--- config.mk ---
export PLATFORM = sky130hd
export DESIGN_NAME = serial_subtractor
export DESIGN_NICKNAME = d
export VERILOG_FILES = /design/src/rtl/fir_pkg.sv /design/src/rtl/full_subtractor_bit.sv /design/src/rtl/half_subtractor.sv /design/src/rtl/serial_subtractor.sv
export SDC_FILE = /design/constraint.sdc
export NUM_CORES = 1
export LEC_CHECK = 0
export ABC_AREA = 1
export ABC_CLOCK_PERIOD_IN_PS = 3100
export CORE_MARGIN = 3
export CORE_UTILIZATION = 55
export DETAILED_ROUTE_END_ITERATION = 12
export GPL_TIMING_DRIVEN = 0
export PLACE_DENSITY = 0.93
export SLEW_MARGIN = 10
export SYNTH_ARGS = -nofsm -noshare
export SYNTH_HDL_FRONTEND = slang
export SYNTH_SLANG_ARGS = --single-unit
--- constraint.sdc ---
create_clock -name clk -period 3.1 [get_ports clk]
set_input_delay 0.93 -clock clk [delete_from_list [all_inputs] [get_ports clk]]
set_output_delay 0.93 -clock clk [all_outputs]
set_load 0.02 [all_outputs]
--- src/rtl/fir_pkg.sv ---
// Shared FIR datapath definitions: default operand width and the serial
// subtractor state encoding.
package fir_pkg;

    localparam int FIR_WIDTH = 8;

    localparam logic [1:0] S_IDLE  = 2'd0;
    localparam logic [1:0] S_SHIFT = 2'd1;
    localparam logic [1:0] S_DONE  = 2'd2;

    typedef enum logic [1:0] {
        ST_IDLE  = S_IDLE,
        ST_SHIFT = S_SHIFT,
        ST_DONE  = S_DONE
    } sub_state_e;

endpackage

--- src/rtl/full_subtractor_bit.sv ---
// One-bit full subtractor built from two half-subtractor cells and an OR.
module full_subtractor_bit (
    input  logic i_x,
    input  logic i_y,
    input  logic i_bin,
    output logic o_d,
    output logic o_bout
);

    logic w_d1;
    logic w_b1;
    logic w_b2;

    half_subtractor u_hs_xy (
        .i_x    (i_x),
        .i_y    (i_y),
        .o_d    (w_d1),
        .o_bout (w_b1)
    );

    half_subtractor u_hs_bin (
        .i_x    (w_d1),
        .i_y    (i_bin),
        .o_d    (o_d),
        .o_bout (w_b2)
    );

    assign o_bout = w_b1 | w_b2;

endmodule

--- src/rtl/half_subtractor.sv ---
// Half-subtractor cell: d = x - y, bout set when x < y.
module half_subtractor (
    input  logic i_x,
    input  logic i_y,
    output logic o_d,
    output logic o_bout
);

    assign o_d    = i_x ^ i_y;
    assign o_bout = ~i_x & i_y;

endmodule

--- src/rtl/serial_subtractor.sv ---
// Bit-serial unsigned subtractor: one bit per clock LSB-first, registered
// borrow chain, parallel load and a valid/ready result handshake.
module serial_subtractor
    import fir_pkg::*;
#(
    parameter int WIDTH = FIR_WIDTH
) (
    input  logic             clk,
    input  logic             rst_n,
    // Handshake: a transfer happens on a rising edge where valid && ready.
    // Producers hold data while valid is high and ready low; every output
    // here is registered, so ready never depends on valid combinationally.
    input  logic             in_valid,
    output logic             in_ready,
    input  logic [WIDTH-1:0] a,
    input  logic [WIDTH-1:0] b,
    output logic             out_valid,
    input  logic             out_ready,
    output logic [WIDTH-1:0] diff,
    output logic             borrow,
    output logic             busy,
    output logic [1:0]       o_dbg_state
);

    localparam int CNT_W = $clog2(WIDTH);

    sub_state_e       r_state;
    logic [WIDTH-1:0] r_sa;
    logic [WIDTH-1:0] r_sb;
    logic             r_bf;
    logic [CNT_W-1:0] r_cnt;
    logic [WIDTH-2:0] r_res;
    logic [WIDTH-1:0] r_diff;
    logic             r_borrow;
    logic             r_in_ready;
    logic             r_out_valid;
    logic             r_busy;

    logic             w_d;
    logic             w_bout;
    logic [WIDTH-1:0] w_res_next;

    full_subtractor_bit u_fsb (
        .i_x    (r_sa[0]),
        .i_y    (r_sb[0]),
        .i_bin  (r_bf),
        .o_d    (w_d),
        .o_bout (w_bout)
    );

    // The final bit completes the word; the partial register only ever
    // needs WIDTH-1 bits because the last bit lands straight in the shadow.
    assign w_res_next = {w_d, r_res};

    always_ff @(posedge clk or negedge rst_n) begin
        if (!rst_n) begin
            r_state     <= ST_IDLE;
            r_sa        <= '0;
            r_sb        <= '0;
            r_bf        <= 1'b0;
            r_cnt       <= '0;
            r_res       <= '0;
            r_diff      <= '0;
            r_borrow    <= 1'b0;
            r_in_ready  <= 1'b1;
            r_out_valid <= 1'b0;
            r_busy      <= 1'b0;
        end else begin
            case (r_state)
                ST_IDLE: begin
                    if (in_valid) begin
                        r_sa       <= a;
                        r_sb       <= b;
                        r_bf       <= 1'b0;
                        r_cnt      <= '0;
                        r_res      <= '0;
                        r_in_ready <= 1'b0;
                        r_busy     <= 1'b1;
                        r_state    <= ST_SHIFT;
                    end
                end
                ST_SHIFT: begin
                    r_sa  <= r_sa >> 1;
                    r_sb  <= r_sb >> 1;
                    r_bf  <= w_bout;
                    r_res <= w_res_next[WIDTH-1:1];
                    if (r_cnt == CNT_W'(WIDTH - 1)) begin
                        r_diff      <= w_res_next;
                        r_borrow    <= w_bout;
                        r_out_valid <= 1'b1;
                        r_state     <= ST_DONE;
                    end else begin
                        r_cnt <= r_cnt + 1'b1;
                    end
                end
                ST_DONE: begin
                    if (out_ready) begin
                        r_out_valid <= 1'b0;
                        r_in_ready  <= 1'b1;
                        r_busy      <= 1'b0;
                        r_state     <= ST_IDLE;
                    end
                end
                default: begin
                    r_out_valid <= 1'b0;
                    r_in_ready  <= 1'b1;
                    r_busy      <= 1'b0;
                    r_state     <= ST_IDLE;
                end
            endcase
        end
    end

    assign in_ready    = r_in_ready;
    assign out_valid   = r_out_valid;
    assign diff        = r_diff;
    assign borrow      = r_borrow;
    assign busy        = r_busy;
    assign o_dbg_state = r_state;

endmodule

==> flow_summary.ini <==
[outcome]
status = finished, final reports clean

[final_layout]
final_util_pct = 75.16
num-nets-final = 287
drive_above_1_share_pct = 12.08
post-route-cell-area_um2 = 2370
antenna_cells = 0
area_growth_pct = 25.68

[floorplanning]
start_util_pct = 59.80
row_count = 20
io_pins = 34
die_y_um = 64.55
die_w_um = 64.55
coreArea_um2 = 3153
die-area_um2 = 4167

[yosys]
yosysUniqueCellTypes = 18
synthMuxAreaShare_pct = 0
netlist_instances = 223
synth_compound_area_share_pct = 6.901
synth-simple-area-share_pct = 28.87
synth-seq-area-share_pct = 54.48
synth_seq_cells = 41
syn-cell-area_um2 = 1886
synth_fa_ha_area_share_pct = 2.389
synth_top_family_by_area = simple AND/OR/NAND/NOR gates
synth_nets = 246
synthXorXnorAreaFrac_pct = 0
ys.warnings.count = 0
avgSynthCellArea_um2 = 8.455

[routing]
via_count = 1577
drtIter0Drc = 75
via_per_inst = 5.104
ant_nets = 0
routedWlPerCell_um = 12.63
postRouteWirelength_mm = 3.902
drc_errors = 0
detail_route.first_pass.iterations = 4

[power]
p_comb_share_pct = 46.9
pwr-share-clk_pct = 14.6
powerDensity_nw_per_um2 = 979.5
p_switching_uw = 938.3
pwr-share-seq_pct = 38.5
ir_worst_vdd_mv = 0.6079
swShare_pct = 40.42
finalPower_uw = 2321
p_leak_uw = 0.001244
p_int_uw = 1383

[setup_path]
crit_path_start_kind = register
end_kind = primary output
crit_family = buffers and inverters
worstPathArrival_ns = 1.50
path_class = reg2out
crit_fanout = 2
max_stage_delay_ns = 0.60
cp_slowest_cell = clkdlybuf4s50_1
crit_buf_inv = 1
required_ns = 2.17
crit_chain = clkdlybuf4s50_1

[timing]
fmax_mhz = 411.5
whs_ns = 0.4865
rsz0062_at_grt = false
finalHoldViolCount = 0
fin_crit_ns = 2.430
fin_skew_ns = 0.01573
slew_headroom_pct = 69.36
setup-tns-final_ns = 0
finalSetupViolCount = 0
drv_slew = 0
min_period_over_period_pct = 78.39
worst_pin_slew_ns = 0.4596

[clock_tree]
cts_tree = built
cts.clk_slew.worst_paths_ns = 0.11
ctsHtreeMaxLevel = 2
post_cts_resized = 0
clock_sinks = 41
clock_path_buffers = 2
clockRootBuffer = clkbuf_4
hold_buffers = 0
clk-insertion-delay-late_ns = 0.36
postCtsSetupRepairBufs = 0
numCtsBuffers = 5

[placed_design]
io_buffers = 33
routabilityCongestion = 0.7890
place_area_um2 = 2293
dp_hpwl_mm = 2.904

[grt]
grt_first_pass_wirelength_mm = 6.927
grt_max_degree = 24
antenna_found_initial = 0
grt.total_usage_pct = 21.34
grt_pass1_vias = 1602
grt-ovfl-total = 0

[job]
maxCapViolations = 0

[min_path]
min_path_type = reg2reg
==> cells by family (layout without fill, tap and decap cells) <==
family	after synthesis	in the layout
AND/OR/NAND/NOR	134	134
flip-flops	41	41
buffers and inverters	27	69
AO/OA/AOI/OAI	18	18
adder cells (fa/ha/maj)	3	3
==> power by group through the flow <==
| stage | Sequential, uW | Clock [uW] | Combinational [uW] |
|---|---|---|---|
| 5_1_grt | 924 | 363 | 1230 |
| 3_5_place_dp | 898 | 0 | 1090 |
| 3_3_place_gp | 888 | 0 | 1040 |
| 2_1_floorplan | 966 | 0 | 652 |
| 6_report | 894 | 338 | 1090 |
| 4_1_cts | 890 | 342 | 1100 |
==> area by class of cell <==
type	count	area (um2)
clock buffer	6	41.29
timing repair buffer	34	352.8
inverter	18	67.56
buffer	9	71.32
tap	44	55.05
fill	232	783.3
clock inverter	2	35.03
sequential	41	1027
multi-input combinational	155	719.4
==> layout by cell type, fill, tap and decap left out <==
cell and instances:
buf_16 1, buf_2 4, buf_4 3, buf_6 3, bufinv_16 1, clkbuf_1 1
clkbuf_4 5, clkdlybuf4s50_1 32, clkinv_2 1, dfrtp_1 40, dfstp_2 1, fa_1 1
ha_1 2, inv_1 15, inv_2 3, nand2_1 111, nand2_4 2, nand3_1 18
nand3b_1 1, nor2_1 2, o21ai_0 9, o21ai_2 7, o21ai_4 1, o21bai_1 1
==> Yosys cell counts, drive strengths merged <==
cell	number	area share, %
buf	9	3.8
dfrtp	40	53
dfstp	1	1.4
fa	1	1.1
ha	2	1.3
inv	18	3.6
nand2	113	23
nand3	18	4.8
nand3b	1	0.40
nor2	2	0.40
o21ai	17	6.5
o21bai	1	0.40
==> per-layer routing <==
layer	up-vias	routed length, um	global-route usage (%)
met3	13	249	5.199
li1	767	-	-
met4	0	93	8.971
met2	50	1934	34.41
met5	-	0	0
met1	747	1624	27.52
==> metrics by stage <==
stage | instances | setup slack [ns]
after floorplan | 223 | 1.574
after global placement | 300 | 0.1654
after detailed placement | 301 | 0.9042
after CTS | 309 | 0.6516
after global routing | 309 | 0.6346
final | 309 | 0.6698
==> path summary, 6_finish.rpt <==
path                                       from              endpoint  slack [ns]  cells after the start
setup / recovery           in_ready$_DFFE_PN1P_              in_ready        0.67                      1
hold / removal             in_ready$_DFFE_PN1P_  in_ready$_DFFE_PN1P_        0.49                      2
setup reg to reg           r_cnt[0]$_DFFE_PN0P_   diff[0]$_DFFE_PN0P_        1.74                      6
hold reg to reg            in_ready$_DFFE_PN1P_  in_ready$_DFFE_PN1P_        0.49                      2
max in group asynchronous                 rst_n   r_sb[4]$_DFFE_PN0P_        2.13                      2
min in group asynchronous                 rst_n  r_res[0]$_DFFE_PN0P_        0.51                      1
==> state kept, by name, indices dropped and copies added (netlist names) <==
signal       count
r_sb             8
out_valid        1
r_sa             8
r_bf             1
borrow           1
in_ready         1
diff             8
busy             1
r_res            7
o_dbg_state      2
r_cnt            3
Note: power is estimated with default switching activity, not from simulation.
